**src/rtl/mem_loader_ram_if.sv**
```systemverilog
// Byte-stream handshake feeding mem_loader_ram: 8-bit data with valid/ready.
interface mem_loader_ram_if;
  logic [7:0] byteIn;
  logic       byteValid;
  logic       byteReady;

  modport master (output byteIn, output byteValid, input  byteReady);
  modport slave  (input  byteIn, input  byteValid, output byteReady);
endinterface

```
**src/rtl/mem_loader_ram.sv**
```systemverilog
// Packs a little-endian byte stream into words written sequentially into a
// small register array, exposing two asynchronous read ports for the ALU.
module mem_loader_ram #(
  parameter int unsigned DATA_W = 32,
  parameter int unsigned ADDR_W = 4,
  parameter int unsigned DEPTH  = 16
) (
  input  logic                clk,
  input  logic                rst,
  input  logic                start,
  input  logic [ADDR_W-1:0]   startAddr,
  input  logic [ADDR_W:0]     wordCount,
  mem_loader_ram_if.slave     stream,
  output logic                busy,
  output logic                done,
  input  logic [ADDR_W-1:0]   addressA,
  input  logic [ADDR_W-1:0]   addressB,
  output logic [DATA_W-1:0]   dataA,
  output logic [DATA_W-1:0]   dataB
);

  localparam int unsigned CNT_W  = ADDR_W + 1;
  localparam int unsigned BYTES  = DATA_W / 8;
  localparam int unsigned LANE_W = (BYTES > 1) ? $clog2(BYTES) : 1;
  localparam logic [CNT_W-1:0]  MAX_CNT   = CNT_W'(DEPTH);
  localparam logic [LANE_W-1:0] LAST_LANE = LANE_W'(BYTES - 1);

  typedef enum logic [1:0] {
    S_IDLE = 2'd0,
    S_LOAD = 2'd1,
    S_DONE = 2'd2
  } state_e;

  state_e              state_q, state_d;
  logic [ADDR_W-1:0]   ptr_q, ptr_d;
  logic [CNT_W-1:0]    rem_q, rem_d;
  logic [LANE_W-1:0]   lane_q, lane_d;
  logic [DATA_W-1:0]   asm_q, asm_d;
  logic [DATA_W-1:0]   mem_q [DEPTH];
  logic [DATA_W-1:0]   mem_d [DEPTH];
  logic                ready_q, ready_d;
  logic                busy_q, busy_d;
  logic                done_q, done_d;

  logic [CNT_W-1:0]    count_c;
  logic [DATA_W-1:0]   word_c;
  logic                accept_c;

  // Requests above the array depth load the whole array once.
  assign count_c = (wordCount > MAX_CNT) ? MAX_CNT : wordCount;

  assign accept_c = stream.byteValid && (state_q == S_LOAD);

  // Assembly register with the incoming byte merged into its lane.
  always_comb begin
    word_c = asm_q;
    word_c[{lane_q, 3'b000} +: 8] = stream.byteIn;
  end

  // Next-state, datapath and registered-output computation.
  always_comb begin
    state_d = state_q;
    ptr_d   = ptr_q;
    rem_d   = rem_q;
    lane_d  = lane_q;
    asm_d   = asm_q;
    mem_d   = mem_q;

    unique case (state_q)
      S_IDLE: begin
        if (start) begin
          if (count_c != '0) begin
            state_d = S_LOAD;
            ptr_d   = startAddr;
            rem_d   = count_c;
            lane_d  = '0;
          end else begin
            state_d = S_DONE;
          end
        end
      end
      S_LOAD: begin
        if (accept_c) begin
          asm_d = word_c;
          if (lane_q == LAST_LANE) begin
            mem_d[ptr_q] = word_c;
            lane_d       = '0;
            ptr_d        = ptr_q + ADDR_W'(1);
            rem_d        = rem_q - CNT_W'(1);
            if (rem_q == CNT_W'(1)) begin
              state_d = S_DONE;
            end
          end else begin
            lane_d = lane_q + LANE_W'(1);
          end
        end
      end
      S_DONE: begin
        state_d = S_IDLE;
      end
      default: begin
        state_d = S_IDLE;
      end
    endcase

    ready_d = (state_d == S_LOAD);
    busy_d  = (state_d != S_IDLE);
    done_d  = (state_d == S_DONE);
  end

  // Reset wins over any in-flight write, so an aborted load leaves nothing behind.
  always_ff @(posedge clk) begin
    if (rst) begin
      state_q <= S_IDLE;
      ptr_q   <= '0;
      rem_q   <= '0;
      lane_q  <= '0;
      asm_q   <= '0;
      mem_q   <= '{default: '0};
      ready_q <= 1'b0;
      busy_q  <= 1'b0;
      done_q  <= 1'b0;
    end else begin
      state_q <= state_d;
      ptr_q   <= ptr_d;
      rem_q   <= rem_d;
      lane_q  <= lane_d;
      asm_q   <= asm_d;
      mem_q   <= mem_d;
      ready_q <= ready_d;
      busy_q  <= busy_d;
      done_q  <= done_d;
    end
  end

  assign stream.byteReady = ready_q;
  assign busy             = busy_q;
  assign done             = done_q;

  // Read ports see only committed array contents; no bypass of the write.
  assign dataA = mem_q[addressA];
  assign dataB = mem_q[addressB];

endmodule

```
**src/flat_wrapper.sv**
```systemverilog
// flat-port wrapper written by rule: the top's interface ports become plain ports
module mem_loader_ram_flat 
#(
  parameter int unsigned DATA_W = 32,
  parameter int unsigned ADDR_W = 4,
  parameter int unsigned DEPTH  = 16
)
  (clk, rst, start, startAddr, wordCount, busy, done, addressA, addressB, dataA, dataB, stream_byteIn, stream_byteValid, stream_byteReady);
  mem_loader_ram_if stream_i ();
  input  logic clk;
  input  logic rst;
  input  logic start;
  input  logic [ADDR_W-1:0] startAddr;
  input  logic [ADDR_W:0] wordCount;
  output logic busy;
  output logic done;
  input  logic [ADDR_W-1:0] addressA;
  input  logic [ADDR_W-1:0] addressB;
  output logic [DATA_W-1:0] dataA;
  output logic [DATA_W-1:0] dataB;
  input wire logic [$bits(stream_i.byteIn)-1:0] stream_byteIn;
  input wire logic [$bits(stream_i.byteValid)-1:0] stream_byteValid;
  output wire logic [$bits(stream_i.byteReady)-1:0] stream_byteReady;
  assign stream_i.byteIn = stream_byteIn;
  assign stream_i.byteValid = stream_byteValid;
  assign stream_byteReady = stream_i.byteReady;
  mem_loader_ram #(.DATA_W(DATA_W), .ADDR_W(ADDR_W), .DEPTH(DEPTH)) u_core (.clk(clk), .rst(rst), .start(start), .startAddr(startAddr), .wordCount(wordCount), .stream(stream_i), .busy(busy), .done(done), .addressA(addressA), .addressB(addressB), .dataA(dataA), .dataB(dataB));
endmodule
```
**config.mk**
```make
export PLATFORM = sky130hd
export DESIGN_NAME = mem_loader_ram_flat
export DESIGN_NICKNAME = d
export VERILOG_FILES = /design/src/rtl/mem_loader_ram_if.sv /design/src/rtl/mem_loader_ram.sv /design/src/flat_wrapper.sv
export SDC_FILE = /design/constraint.sdc
export NUM_CORES = 1
export LEC_CHECK = 0
export CAP_MARGIN = 30
export CELL_PAD_IN_SITES_DETAIL_PLACEMENT = 0
export CELL_PAD_IN_SITES_GLOBAL_PLACEMENT = 1
export CORE_UTILIZATION = 35
export DETAILED_ROUTE_END_ITERATION = 6
export HOLD_SLACK_MARGIN = 0.12
export PLACE_DENSITY = 0.65
export SLEW_MARGIN = 20
export SYNTH_ARGS = -nofsm -noshare
export SYNTH_HDL_FRONTEND = slang
export SYNTH_SLANG_ARGS = --single-unit
```
**constraint.sdc**
```tcl
create_clock -name clk -period 2.8 [get_ports clk]
set_input_delay 0.56 -clock clk [delete_from_list [all_inputs] [get_ports clk]]
set_output_delay 0.56 -clock clk [all_outputs]
set_load 0.01 [all_outputs]
```
==> impl_results.md, run 1 <==
- CTS clk-pin slew, worst paths: 0.06 ns
- Number of global-route vias before repair: 22270
- RSZ-0062 raised after global routing: true
- Register area: 11210 um^2
- Period utilisation layout: 99.05%
- Drt first-iter violations: 1709
- Placed cell area: 31610 um^2
- DR WL/cell: 24.18 um
- Layer with the highest usage: met2
- Layout cells sized above 1: 32.27%
- Critical path capture point type: output pin
- Setup TNS: 0 ns
- EDFF count, synth: 0
- Worst vdd ir: 0.5085 mV
- Antenna Cells: 0
- Outcome: finished, final reports clean
- Overall global routing resource usage: 22.31%
- Avg Cell Area, Syn: 10.83 um^2
- Register area share after synthesis: 39.97%
- Kind of critical path: input pin to output pin
- Hold_sp: rst
- Drc violations: 0
- Total CTS buffers: 61
- Synth warn: 0
- Core Area: 79130 um^2
- 1st-pass router iterations: 5
- Crit Path Max Fanout: 6
- GR Util met2: 37.21%
- CTS H-tree depth: 2
- CP required: 2.24 ns
- Routed wire length: 92020 um
- Worst reg2reg path depth: 6
- Met3 usage: 3.328%
- Synth unique cells: 42
- RePlAce Congestion: 0.7958
- Root Buffer: clkbuf_16
- Die width: 285.1 um
- Post-Layout Cell Count: 3805
- Final min period: 2.773 ns
- PortBufs: 95
- Ys flop type: dfxtp_1
- P per Cell Area: 531.2 nW/um^2
- Initial antenna violation count: 0
- Final Slew Violations: 0
- CP startpoint kind: input pin
- Synthesized area: 28050 um^2
- Antenna-violating nets left: 0
- Grt total ovfl: 0
- Row count: 103
- Worst flop-to-flop path startpoint: u_core.lane_q[0]
- Synthesis-to-layout area growth: 22.86%
- Dpl hpwl: 57280 um
- Nets: 2745
- Clk sinks: 560
- Met1 Usage GRT: 30.29%
- FF+latch count, synth: 560
- FFs w/ async S/R, synth: 0%
- Final Cell Area: 34460 um^2
- Die ar.: 81270 um^2
- Max Fclk: 360.6 MHz
- Via density: 5.804
- Final-report setup violation count: 0
- Total vias in the final route: 22080
- Hold-fix buffers, CTS: 0
- Syn Inst Count: 2590
- Hold WC Path Type: input pin to register
- Die height: 285.1 um
- Crit path launch: addressB[0]
- Leak: 11.33 nW
- Final hold vios: 0
- Worst Path Arrival: 2.21 ns
- CP Capture Point: dataB[15]
- First-pass GRT wire length: 139800 um
- Multi-input gate area: 15600 um^2
- CTS tree: yes
- Worst slew pin tran: 0.5889 ns
- Initial Util: 35.44%
- R2r setup slk: 0.17 ns
- Max transition margin: 60.74%
- Fin Clk Skew: 0.04260 ns
- Commonest non-fill, non-tap cell in the layout: dfxtp_1
- Largest net degree at the start of global routing: 66
- Max clock buf depth: 3
- Fillers: 7362
- # placed instances: 3645
- Commonest non-fill, non-tap cells in the layout: dfxtp_1 (560), nor2_1 (552), a211oi_1 (378)
- Clk_lat worst skew: 0.65 ns
- Hold_ws: 0.4309 ns
- Ports: 96
- Syn Nets: 2631
- Max-cap violations: 0
- Hold depth: 2
- Worst R2R End: u_core.mem_q[159]
-- worst max-delay path, cell delays in order --
cell	delay, ns
clkbuf_16	0.14
buf_12	0.14
buf_12	0.14
buf_8	0.12
buf_6	0.13
mux4_2	0.50
a22oi_2	0.20
nand2_2	0.13
buf_6	0.14
-- registers in the layout, indices dropped and copies added (netlist names) --
| register | flops |
|---|---|
| u_core.stream.byteReady | 1 |
| u_core.asm_q | 32 |
| u_core.mem_q | 512 |
| u_core.state_q | 2 |
| u_core.rem_q | 5 |
| u_core.done | 1 |
| u_core.lane_q | 2 |
| u_core.ptr_q | 4 |
| u_core.busy | 1 |
-- kinds of logic after synthesis --
| group | synth area share, % |
|---|---|
| simple gates | 10.91 |
| mux | 20.63 |
| buf+inv | 5.385 |
| fa+ha+maj | 0.5353 |
| compound gates | 22.57 |
| flops | 39.97 |
-- cell usage after synthesis (all sizes together), types with 2 or more instances --
cell type,count,area share (%)
or4,2,0.054
nor2b,38,0.85
nand2b,4,0.089
mux4,256,21
nor3,16,0.61
clkbuf,154,2.1
a22oi,128,3.4
buf,145,3.2
and2,5,0.11
nor2,555,7.4
o21ai,11,0.20
dfxtp,560,40
mux2i,2,0.071
nor4b,5,0.16
nor3b,3,0.080
inv,9,0.12
a21oi,42,1.1
nand3,3,0.054
nor4,4,0.30
ha,12,0.54
a31oi,3,0.067
nand2,74,0.99
a211oi,546,18
-- per-stage QoR --
step                      worst slack (ns)  total power [mW]  utilization (%)
final                              0.02670             18.31            43.55
after global routing              -0.03167             18.89            43.55
after CTS                          -0.2059             18.46            43.35
after detailed placement           -0.3793             9.811            39.95
after global placement             -0.3724             9.779            39.89
after floorplan                     0.3300             9.080                -
-- metal layers --
metal	wire, um	vias up	part of all wire [%]
li1	-	10110	-
met4	1799	0	2.0
met1	41220	11230	45
met5	0	-	0
met2	44240	623	48
met3	4762	125	5.2
-- worst min path at each step --
stage	endpoint	slack (ns)
2_1_floorplan	u_core.rem_q[4]	0.46
3_3_place_gp	u_core.rem_q[4]	0.48
3_5_place_dp	u_core.rem_q[4]	0.48
4_1_cts	u_core.mem_q[31]	0.39
5_1_grt	u_core.mem_q[192]	0.43
6_report	u_core.mem_q[0]	0.43
-- report_power, final --
part	switching, mW	total (mW)	internal, mW	leakage [nW]
sequential	0.0297	8.04	8.01	4.51
clock	3.46	8.56	5.09	1.07
combinational	1.03	1.71	0.677	5.75
total	4.52	18.3	13.8	11.3
-- repair_timing --
action	4_1_cts	5_1_grt
gates cloned	2	0
pin swaps	16	6
endpoints found under the setup margin	64	36
gates resized for setup	146	33
setup buffers	38	9
-- cell type report --
cell class	count	area share, %
Multi-Input combinational cell	1722	45.28
Sequential cell	560	32.53
Timing Repair Buffer	350	12.05
Clock buffer	93	5.359
Tap cell	1050	3.812
Clock inverter	21	0.8678
Inverter	9	0.09804
(Power assumes the default switching activity.)
==> run 2, diff against run 1 <==
SLEW_MARGIN = 5   (was 20)
==> impl_results.md, run 2 (synthesized netlist as in run 1, its figures left out) <==
- Layout cells sized above 1: 33.07% (was 32.27%)
- Dpl hpwl: 57220 um (was 57280 um)
- Crit Path Max Fanout: 6 (unchanged)
- Clk sinks: 560 (unchanged)
- Fin Clk Skew: 0.02675 ns (was 0.04260 ns)
- RSZ-0062 raised after global routing: true (unchanged)
- Initial Util: 35.44% (unchanged)
- Final hold vios: 0 (unchanged)
- Final-report setup violation count: 0 (unchanged)
- CTS H-tree depth: 3 (was 2)
- Multi-input gate area: 15680 um^2 (was 15600 um^2)
- CP startpoint kind: input pin (unchanged)
- Hold WC Path Type: input pin to register (unchanged)
- Worst Path Arrival: 2.23 ns (was 2.21 ns)
- P per Cell Area: 541.9 nW/um^2 (was 531.2 nW/um^2)
- RePlAce Congestion: 0.7958 (unchanged)
- Antenna-violating nets left: 0 (unchanged)
- First-pass GRT wire length: 140600 um (was 139800 um)
- Final Cell Area: 34720 um^2 (was 34460 um^2)
- 1st-pass router iterations: 5 (unchanged)
- Die width: 285.1 um (unchanged)
- Core Area: 79130 um^2 (unchanged)
- Top reg by flops: u_core.mem_q (unchanged)
- Kind of critical path: input pin to output pin (unchanged)
- Die ar.: 81270 um^2 (unchanged)
- Clk_lat worst skew: 0.61 ns (was 0.65 ns)
- Total vias in the final route: 22130 (was 22080)
- Final Slew Violations: 0 (unchanged)
- Nets: 2753 (was 2745)
- Commonest non-fill, non-tap cells in the layout: dfxtp_1 (560), nor2_1 (552), a211oi_1 (378) (unchanged)
- Register area: 11210 um^2 (unchanged)
- CP required: 2.24 ns (about the same)
- Overall global routing resource usage: 22.48% (was 22.31%)
- Die height: 285.1 um (unchanged)
- Period utilisation layout: 99.80% (was 99.05%)
- Outcome: finished, final reports clean (unchanged)
- Largest register FFs: 512 (unchanged)
- Final WS setup: 0.005491 ns (was 0.02670 ns)
- CTS clk-pin slew, worst paths: 0.05 ns (was 0.06 ns)
- Root Buffer: clkbuf_16 (unchanged)
- Critical path capture point type: output pin (unchanged)
- Initial antenna violation count: 0 (unchanged)
- Max Fclk: 357.8 MHz (was 360.6 MHz)
- Hold_ws: 0.4517 ns (was 0.4309 ns)
- Largest net degree at the start of global routing: 66 (unchanged)
- Row count: 103 (unchanged)
- Fillers: 7299 (was 7362)
- Commonest non-fill, non-tap cell in the layout: dfxtp_1 (unchanged)
- Final min period: 2.795 ns (was 2.773 ns)
- Synthesis-to-layout area growth: 23.80% (was 22.86%)
- Worst vdd ir: 0.4055 mV (was 0.5085 mV)
- Routed wire length: 91860 um (was 92020 um)
- Max-cap violations: 0 (unchanged)
- Via density: 5.806 (was 5.804)
- Placed cell area: 31630 um^2 (was 31610 um^2)
- Antenna Cells: 0 (unchanged)
- Drt first-iter violations: 1628 (was 1709)
- CTS tree: yes (unchanged)
- Grt total ovfl: 0 (unchanged)
- Ports: 96 (unchanged)
- PortBufs: 95 (unchanged)
- Max clock buf depth: 3 (unchanged)
- Total CTS buffers: 66 (was 61)
- Dpl ws: -0.3683 ns (was -0.3793 ns)
- Leak: 11.41 nW (was 11.33 nW)
- Max transition margin: 60.75% (was 60.74%)
- Largest regs: u_core.mem_q: 512 flops, u_core.asm_q: 32 flops, u_core.rem_q: 5 flops (unchanged)
- Number of global-route vias before repair: 22580 (was 22270)
- DR WL/cell: 24.10 um (was 24.18 um)
- Worst slew pin tran: 0.5887 ns (was 0.5889 ns)
- Drc violations: 0 (unchanged)
[run 2: cell count changes in the layout (fill, tap and decap cells not counted), sizes merged, moves of 2 or more]
cell	previous run	this run
buf	262	267
clkbuf	98	100
clkdlybuf4s15	11	9
clkinv	13	11
clkinvlp	0	2
[run 2: routing by layer]
metal,global-route usage [%],wire length [um],up-vias
met5,0,0,-
met4,7.045,2280,0
met3,3.384,5084,139
met2,36.86,43990,616
met1,30.44,40510,11250
li1,-,-,10130
[run 2: layout make-up]
| class | count | share of cell area, % |
|---|---|---|
| clock buffers | 95 | 5.625 |
| flip-flops and latches | 560 | 32.29 |
| multi-input cells | 1722 | 45.15 |
| repair buffers | 353 | 12.10 |
| inverters | 9 | 0.09729 |
| clock inverters | 22 | 0.9549 |
| well taps | 1050 | 3.784 |
[run 2: final timing paths]
kind | from | end | slack, ns | depth (start not counted)
worst min register to register | u_core.rem_q[4] | u_core.rem_q[4] | 0.49 | 2
worst min-delay path | rst | u_core.mem_q[0] | 0.45 | 2
worst max register to register | u_core.lane_q[0] | u_core.mem_q[222] | 0.28 | 6
worst max-delay path | addressA[0] | dataA[25] | 0.005 | 9
[run 2: timing repair]
| action | in CTS | in global routing |
|---|---|---|
| gates resized for setup | 156 | 47 |
| pin swaps | 15 | 11 |
| hold buffers | 0 | 0 |
| cloned | 3 | 0 |
| endpoints found under the setup margin | 64 | 47 |
| buffers inserted | 38 | 8 |
[run 2: worst max-delay path, stage by stage]
cell and delay [ns]:
clkbuf_16 0.15, buf_12 0.15, buf_12 0.14, buf_8 0.12
buf_12 0.12, mux4_2 0.50, a22oi_2 0.20, nand2_1 0.12
buf_2 0.16
[run 2: power by group]
part / switching, mW / leakage [nW] / internal (mW) / total, mW
logic: 1.03 / 5.77 / 0.687 / 1.72
registers: 0.0299 / 4.51 / 8.01 / 8.04
clock network: 3.54 / 1.12 / 5.51 / 9.05
total: 4.60 / 11.4 / 14.2 / 18.8
[run 2: stage by stage]
| stage | total power [mW] | cells | utilization, % | setup TNS, ns |
|---|---|---|---|---|
| after global routing | 19.45 | 3811 | 43.88 | -0.1030 |
| after global placement | 9.779 | 3641 | 39.89 | -14.78 |
| after floorplan | 9.080 | 2590 | - | 0 |
| after CTS | 18.99 | 3803 | 43.59 | -0.1191 |
| final | 18.81 | 3811 | 43.88 | 0 |
| after detailed placement | 9.812 | 3645 | 39.97 | -14.66 |
==> run 3, diff against run 2 <==
--- a/config.mk
+++ b/config.mk
@@ -6,5 +6,4 @@
 export NUM_CORES = 1
 export LEC_CHECK = 0
-export CAP_MARGIN = 30
 export CELL_PAD_IN_SITES_DETAIL_PLACEMENT = 0
 export CELL_PAD_IN_SITES_GLOBAL_PLACEMENT = 1
==> constraint.sdc (replaced) <==
create_clock -name clk -period 2.8 [get_ports clk]
set_input_delay 0.56 -clock clk [delete_from_list [all_inputs] [get_ports clk]]
set_output_delay 0.56 -clock clk [all_outputs]
set_load 0.005 [all_outputs]
==> impl_results.md, run 3 (synthesized netlist as in run 1, its figures left out) <==
- Outcome: finished, violations left (was finished, final reports clean)
- Failing checks: negative setup slack
- Hold depth: 2 (unchanged)
- Clk_lat worst skew: 0.62 ns (was 0.61 ns)
- Total vias in the final route: 22280 (was 22130)
- Final min period: 2.862 ns (was 2.795 ns)
- CTS H-tree depth: 3 (unchanged)
- Nets: 2760 (was 2753)
- Hold WC Path Type: input pin to register (unchanged)
- Die ar.: 81270 um^2 (unchanged)
- Critical path capture point type: output pin (unchanged)
- Clock Power Share: 47.3% (was 48.1%)
- Worst Path Arrival: 2.30 ns (was 2.23 ns)
- Initial antenna violation count: 2 (was 0)
- Crit path launch: addressB[2] (was addressA[0])
- Fin Clk Skew: 0.02477 ns (was 0.02675 ns)
- P_sw: 4.615 mW (was 4.601 mW)
- Comb pwr share: 9.5% (was 9.1%)
- Synthesis-to-layout area growth: 24.52% (was 23.80%)
- Hold Path End: u_core.mem_q[0] (unchanged)
- Number of global-route vias before repair: 22570 (was 22580)
- Die width: 285.1 um (unchanged)
- Final hold vios: 0 (unchanged)
- Layout cells sized above 1: 33.31% (was 33.07%)
- CP required: 2.24 ns (about the same)
- Hold_sp: rst (unchanged)
- Switching Share: 24.79% (was 24.45%)
- Setup TNS: -0.1821 ns (was 0 ns)
- Core Area: 79130 um^2 (unchanged)
- Max-cap violations: 0 (unchanged)
- Root Buffer: clkbuf_16 (unchanged)
- Worst slew pin tran: 1.173 ns (was 0.5887 ns)
- Largest net degree at the start of global routing: 88 (was 66)
- CTS clk-pin slew, worst paths: 0.06 ns (was 0.05 ns)
- Row count: 103 (unchanged)
- Die height: 285.1 um (unchanged)
- Max transition margin: 21.82% (was 60.75%)
- Final-report setup violation count: 4 (was 0)
- Dpl hpwl: 57910 um (was 57220 um)
- Fillers: 7345 (was 7299)
- Max clock buf depth: 3 (unchanged)
- Top reg by flops: u_core.mem_q (unchanged)
- DR WL/cell: 24.57 um (was 24.10 um)
- Leak: 11.58 nW (was 11.41 nW)
- Period utilisation layout: 102.2% (was 99.80%)
- Total CTS buffers: 67 (was 66)
- RSZ-0062 raised after global routing: true (unchanged)
- Commonest non-fill, non-tap cells in the layout: dfxtp_1 (560), nor2_1 (552), a211oi_1 (378) (unchanged)
- Drt first-iter violations: 1810 (was 1628)
- RePlAce Congestion: 0.8024 (was 0.7958)
- PortBufs: 95 (unchanged)
- Largest regs: u_core.mem_q: 512 flops, u_core.asm_q: 32 flops, u_core.rem_q: 5 flops (unchanged)
- Final WS setup: -0.06185 ns (was 0.005491 ns)
- P per Cell Area: 533.0 nW/um^2 (was 541.9 nW/um^2)
- Overall global routing resource usage: 22.85% (was 22.48%)
- Total power: 18.62 mW (was 18.81 mW)
- Crit Path Max Fanout: 15 (was 6)
- Worst flop-to-flop path startpoint: u_core.lane_q[0] (unchanged)
- Largest register FFs: 512 (unchanged)
- Ports: 96 (unchanged)
- Max Fclk: 349.4 MHz (was 357.8 MHz)
- R2r setup slk: 0.28 ns (about the same)
- CP startpoint kind: input pin (unchanged)
- CTS tree: yes (unchanged)
- Antenna-violating nets left: 0 (unchanged)
- Drc violations: 0 (unchanged)
- Final Slew Violations: 0 (unchanged)
- 1st-pass router iterations: 5 (unchanged)
- Initial Util: 35.44% (unchanged)
- Clk sinks: 560 (unchanged)
- Commonest non-fill, non-tap cell in the layout: dfxtp_1 (unchanged)
- Flop pwr share: 43.2% (was 42.8%)
- Worst vdd ir: 0.3471 mV (was 0.4055 mV)
- Kind of critical path: input pin to output pin (unchanged)
- Routed wire length: 93770 um (was 91860 um)
- Grt total ovfl: 0 (unchanged)
- Worst R2R End: u_core.asm_q[17] (was u_core.mem_q[222])
- Hold-fix buffers, CTS: 0 (unchanged)
- Final core occ: 44.14% (was 43.88%)
- Worst reg2reg path depth: 7 (was 6)
- Via density: 5.838 (was 5.806)
- First-pass GRT wire length: 142500 um (was 140600 um)
- Internal: 14.00 mW (was 14.21 mW)
-- run 3: cell count changes in the layout (fill, tap and decap cells not counted), moves of 6 or more --
cell	before	now
buf_2	7	1
dlymetal6s2s_1	1	10
buf_6	18	9
buf_4	141	149
buf_12	92	85
buf_16	3	13
a22oi_2	46	58
a22oi_1	82	70
dlygate4sd2_1	46	35
-- run 3: power by group through the flow --
stage                     clock network [mW]  registers, mW  logic (mW)
after floorplan                            0           8.21       0.868
after global placement                     0           8.21        1.53
after CTS                               8.98           8.04        1.69
after detailed placement                   0           8.22        1.55
final                                   8.81           8.04        1.76
after global routing                    9.31           8.04        1.85
-- run 3: layout make-up --
type / instances / area, um^2 / area share, %
antenna: 1 / 2.502 / 0.007165
clock buffer: 99 / 2021 / 5.786
clock inverter: 16 / 197.7 / 0.5660
inverter: 9 / 33.78 / 0.09673
multi-input combinational: 1722 / 15730 / 45.03
sequential: 560 / 11210 / 32.10
tap: 1050 / 1314 / 3.762
timing repair buffer: 359 / 4418 / 12.65
-- run 3: worst max-delay path by stage --
stage               depth (start not counted)        end
finish                                      7  dataB[23]
global route                                7  dataB[19]
CTS                                         7  dataB[28]
detailed placement                          6  dataB[28]
global placement                            6  dataB[28]
floorplan                                   5  dataA[11]
-- run 3: per-stage QoR --
stage	worst slack [ns]	hold WS [ns]	instance area, um^2	std cells
4_1_cts	-0.1594	0.3749	34430	3786
6_report	-0.06185	0.4141	34920	3816
2_1_floorplan	0.3609	0.4565	28050	2590
5_1_grt	-0.1049	0.3986	34920	3815
3_5_place_dp	-0.3200	0.4811	31440	3631
3_3_place_gp	-0.3842	0.4777	31440	3631
-- run 3: layer usage --
metal | vias up | wire, um | GRT usage (%)
met5 | - | 0 | 0
met4 | 0 | 2352 | 7.380
met3 | 155 | 5277 | 2.896
met2 | 698 | 45130 | 37.54
met1 | 11290 | 41010 | 31.12
li1 | 10140 | - | -
-- run 3: critical path: stages --
cell and delay, ns:
clkdlybuf4s50_1 0.44, buf_4 0.17, nor2b_4 0.16, buf_8 0.22, a22oi_1 0.13, nand2_1 0.10
clkdlybuf4s50_1 0.50
-- run 3: repair_timing --
action,CTS,global route
setup endpoints to repair,64,38
buffers inserted,33,26
pin swaps,21,24
resized for setup,126,70
cloned,8,3
==> RTL edit 1 (settings of run 2) <==
`DATA_W` is set to 32 in 2 places; all go to 16.
--- a/src/rtl/mem_loader_ram.sv
+++ b/src/rtl/mem_loader_ram.sv
@@ -2,5 +2,5 @@
 // small register array, exposing two asynchronous read ports for the ALU.
 module mem_loader_ram #(
-  parameter int unsigned DATA_W = 32,
+  parameter int unsigned DATA_W = 16,
   parameter int unsigned ADDR_W = 4,
   parameter int unsigned DEPTH  = 16
--- a/src/flat_wrapper.sv
+++ b/src/flat_wrapper.sv
@@ -2,5 +2,5 @@
 module mem_loader_ram_flat 
 #(
-  parameter int unsigned DATA_W = 32,
+  parameter int unsigned DATA_W = 16,
   parameter int unsigned ADDR_W = 4,
   parameter int unsigned DEPTH  = 16
Ports: changed (resized dataA and dataB); port bits go from 96 to 64. The function was not compared with the original's and may differ.
==> RTL edit 1 against run 2 <==
Synthesized area decreased by 51%; final area decreased by 50%; count of clock-buffer cells in the layout decreased by 40; power decreased by 51%; combinational power decreased by 50%; largest cell class unchanged; sequential cell count decreased by 273; routed wire length decreased by 52%; setup slack improved by 0.059 ns.
==> RTL edit 1: results (changes against run 2) <==
stage;metric;value;unit;change
worst_setup_path;endpoint;dataB[4];;
pwr;p_leak;5.83;nW;-49%
worst_setup_path;critPathLaunch;addressB[0];;
synthesis;synthFlopType;dfxtp_1;;
worst_setup_path;critical_path.max_stage_delay;0.52;ns;+0.02 ns
layout;top_regs;u_core.mem_q x256, u_core.asm_q x16, u_core.rem_q x5;;
worst_setup_path;r2r_setup_slack;0.88;ns;+0.60 ns
synthesis;ys_seq_area_frac;0.415;;+0.0152
worst_setup_path;worstPathArrival;2.18;ns;-0.05 ns
clock_tree;h-tree-depth;2;;-1
synthesis;synthTopCellsByCount;dfxtp_1 (287), nor2_1 (286), a211oi_1 (272);;
layout;fin_nets;1433;;-48%
global_route;met1_usage;0.310;;+0.00592
placement;place_congestion;0.800;;+0.52%
clock_tree;cts_buffers;35;;-47%
placement;portBuffers;63;;-34%
run_status;status;complete, no violations;;
placement;dpl.cell_count;1868;;-49%
synthesis;syn-instance-count;1335;;-48%
worst_setup_path;critPathMaxFanout;6;;unchanged
synthesis;yosysUniqueCellTypes;41;;-2.4%
pwr;p_switching;0.00226;W;-51%
route;viasPerCell;5.74;;-1.2%
global_route;grt_max_degree;85;;+29%
global_route;use_met2;0.334;;-0.0347
sta;hold_slack;0.498;ns;+0.0460 ns
route;wl_per_cell;22.7;um;-6.0%
route;drtIter0Drc;891;;-45%
route;finalWirelength;44000;um;-52%
placement;place_ws;-0.157;ns;+0.211 ns
layout;final_layout_size_suffix_gt1_frac;0.227;;-0.104
global_route;first_global_vias;10800;;-52%
route;met2WireLength;19800;um;-55%
sta;min_period;2.74;ns;-0.0594 ns
pwr;ir_drop;0.320;mV;-21%
route;dr_wl_met3;2740;um;-46%
clock_tree;ctsResizeCount;46;;-71%
clock_tree;post_cts_buffers;8;;-79%
layout;fillCellCount;3665;;-50%
sta;skew;0.0120;ns;-0.0148 ns
synthesis;synth_area_leaders;dfxtp_1 (41%), mux4_2 (21%), a211oi_1 (15%);;
route;wl_met1;20400;um;-50%
global_route;track_usage;0.217;;-0.00786
global_route;grt_pass1_wl;66900;um;-52%
placement;dp_hpwl;27400;um;-52%
worst_setup_path;reg2reg_to;u_core.mem_q[176]$_SDFFE_PP0P_;;
worst_setup_path;r2r_start;u_core.state_q[0]$_SDFF_PP0_;;
min_path;min_to;u_core.asm_q[12]$_SDFFE_PP0P_;;
global_route;use_met3;0.0383;;+0.00447
worst_setup_path;ff2ff_path_depth;5;;-1
-- RTL edit 1: cell types whose count changed in the layout (fill, tap and decap cells not counted), sizes merged, moves of 43 or more --
cell | before | now
a211oi | 546 | 272
dfxtp | 560 | 287
nor2 | 555 | 286
buf | 267 | 117
mux4 | 256 | 128
a22oi | 128 | 64
clkbuf | 100 | 57
-- RTL edit 1: area by class of cell --
type | count | area share
timing repair buffer | 178 | 0.127
inverter | 9 | 0.00196
multi-input combinational | 887 | 0.439
clock buffer | 55 | 0.0588
clock inverter | 7 | 0.00218
tap | 518 | 0.0376
sequential | 287 | 0.333
-- RTL edit 1: power groups by stage --
stage	logic [W]	clock network, W	registers, W
2_1_floorplan	0.000439	0	0.00423
3_3_place_gp	0.000818	0	0.00423
3_5_place_dp	0.000822	0	0.00423
4_1_cts	0.000860	0.00432	0.00414
5_1_grt	0.000911	0.00449	0.00415
6_report	0.000859	0.00422	0.00414
-- RTL edit 1: metrics by stage --
step	utilization	instance area, um2
after floorplan	-	13800
after global placement	0.412	16000
after detailed placement	0.412	16000
after CTS	0.443	17200
after global routing	0.444	17200
final	0.444	17200
-- RTL edit 1: critical path: cells and delay by family --
| kind | cells | cell delay [ns] |
|---|---|---|
| AO/OA/AOI/OAI | 1 | 0.16 |
| multiplexers | 1 | 0.52 |
| buffers and inverters | 4 | 0.80 |
| AND/OR/NAND/NOR | 1 | 0.13 |
-- RTL edit 1: logic make-up after synthesis --
group | Yosys count | synth area share
AND/OR/NAND/NOR | 371 | 0.116
flip-flops | 287 | 0.415
buffers and inverters | 161 | 0.0469
multiplexers | 144 | 0.220
XOR/XNOR | 2 | 0.00127
AO/OA/AOI/OAI | 364 | 0.196
adder cells (fa/ha/maj) | 6 | 0.00542
==> RTL edit 2 (flow settings as in run 2) <==
Without the edit above. Reset style: asynchronous (`rst`), changed in one clocked block.
--- a/src/rtl/mem_loader_ram.sv
+++ b/src/rtl/mem_loader_ram.sv
@@ -110,5 +110,5 @@
 
   // Reset wins over any in-flight write, so an aborted load leaves nothing behind.
-  always_ff @(posedge clk) begin
+  always_ff @(posedge clk or posedge rst) begin
     if (rst) begin
       state_q <= S_IDLE;
Function: not settled (the Yosys comparison gave no result); the edit may change what the design does.
==> RTL edit 2 against run 2 <==
Cell count is 0.16% lower; sequential cell count unchanged; routed wire length shrank 0.59%; setup slack better by 0.024 ns; synthesized area is 0.13% lower; final area rose by 0.83%.
Power is not compared: it rests on default switching activity, and its combinational part moved more than twofold at a synthesized area within 25%.
==> RTL edit 2: results (changes against run 2) <==
stage;metric;value;unit;change
run_status;status;complete, no violations;;
layout;buffer_area_frac;0.117;;-0.00403
layout;fin_cells;3805;;-0.16%
sta;worst_pin_slew;0.798;ns;+0.209 ns
sta;fin_ws;0.0297;ns;+0.0242 ns
pwr;total_power;0.0244;W;
global_route;grt_max_degree;81;;+23%
synthesis;synthMuxAreaShare;0.207;;+0.00107
synthesis;synthFlopType;dfrtp_1;;
route;wl_per_cell;24.0;um;-0.43%
sta;hold_slack;0.413;ns;-0.0385 ns
placement;dpl.cell_count;3649;;+0.11%
synthesis;ys_seq_area_frac;0.500;;+0.101
global_route;first_global_vias;22200;;-1.6%
synthesis;synth-async-reset-ratio;1.00;;+1.00
layout;signal_buffers;361;;+2.3%
synthesis;synthTopCellsByCount;nand2_1 (618), dfrtp_1 (560), o21ai_0 (511);;
layout;regArea;14000;um2;+25%
synthesis;syn-num-nets;2552;;-3.0%
layout;antenna_cells;3;;+3
placement;dp_hpwl;59000;um;+3.1%
synthesis;synth_fa_ha_area_frac;0.00536;;+0.00000693
layout;final_layout_size_suffix_gt1_frac;0.265;;-0.0654
placement;place_congestion;0.798;;+0.25%
route;viasPerCell;5.58;;-3.9%
worst_setup_path;endpoint;dataA[21];;
sta;skew;0.0275;ns;+0.000716 ns
worst_setup_path;critPathMaxFanout;12;;+6
layout;clk_share;0.0607;;-0.00511
route;drtIter0Drc;1641;;+0.80%
layout;area_growth;25.0;%;
worst_setup_path;reg2reg_to;u_core.mem_q[179]$_DFFE_PP0P_;;
global_route;track_usage;0.229;;+0.00455
placement;post_dp_cell_area;32100;um2;+1.5%
layout;inverters;10;;+1
layout;multi_input_area_share;0.383;;-0.0684
synthesis;syn-instance-count;2511;;-3.1%
worst_setup_path;r2r_start;u_core.lane_q[1]$_DFFE_PP0P_;;
layout;largest_class;flip-flops and latches;;
layout;fillCellCount;7319;;+0.27%
placement;place_ws;-0.317;ns;+0.0509 ns
worst_setup_path;ff2ff_path_depth;8;;+2
global_route;antenna_found_initial;1;;+1
layout;fin_nets;2748;;-0.18%
==> RTL edit 2: what timing repair did <==
item	in CTS	in global routing
cloned	6	0
pin swaps	7	15
resized for setup	122	53
hold endpoints to repair	0	0
hold buffers	0	0
endpoints found under the setup margin	64	32
setup buffers	20	13
==> RTL edit 2: worst min path at each step <==
stage	startpoint	endpoint
floorplan	u_core.asm_q[0]$_DFFE_PP0P_	u_core.asm_q[0]$_DFFE_PP0P_
global placement	u_core.asm_q[3]$_DFFE_PP0P_	u_core.asm_q[3]$_DFFE_PP0P_
detailed placement	u_core.asm_q[2]$_DFFE_PP0P_	u_core.asm_q[2]$_DFFE_PP0P_
CTS	rst	u_core.mem_q[374]$_DFFE_PP0P_
global route	rst	u_core.mem_q[374]$_DFFE_PP0P_
finish	rst	u_core.mem_q[374]$_DFFE_PP0P_
==> RTL edit 2: layer usage <==
metal	vias up	wire length, um	track usage
li1	9537	-	-
met1	11000	39400	0.306
met2	562	44200	0.376
met3	176	5130	0.0406
met4	0	2650	0.0806
met5	-	0	0
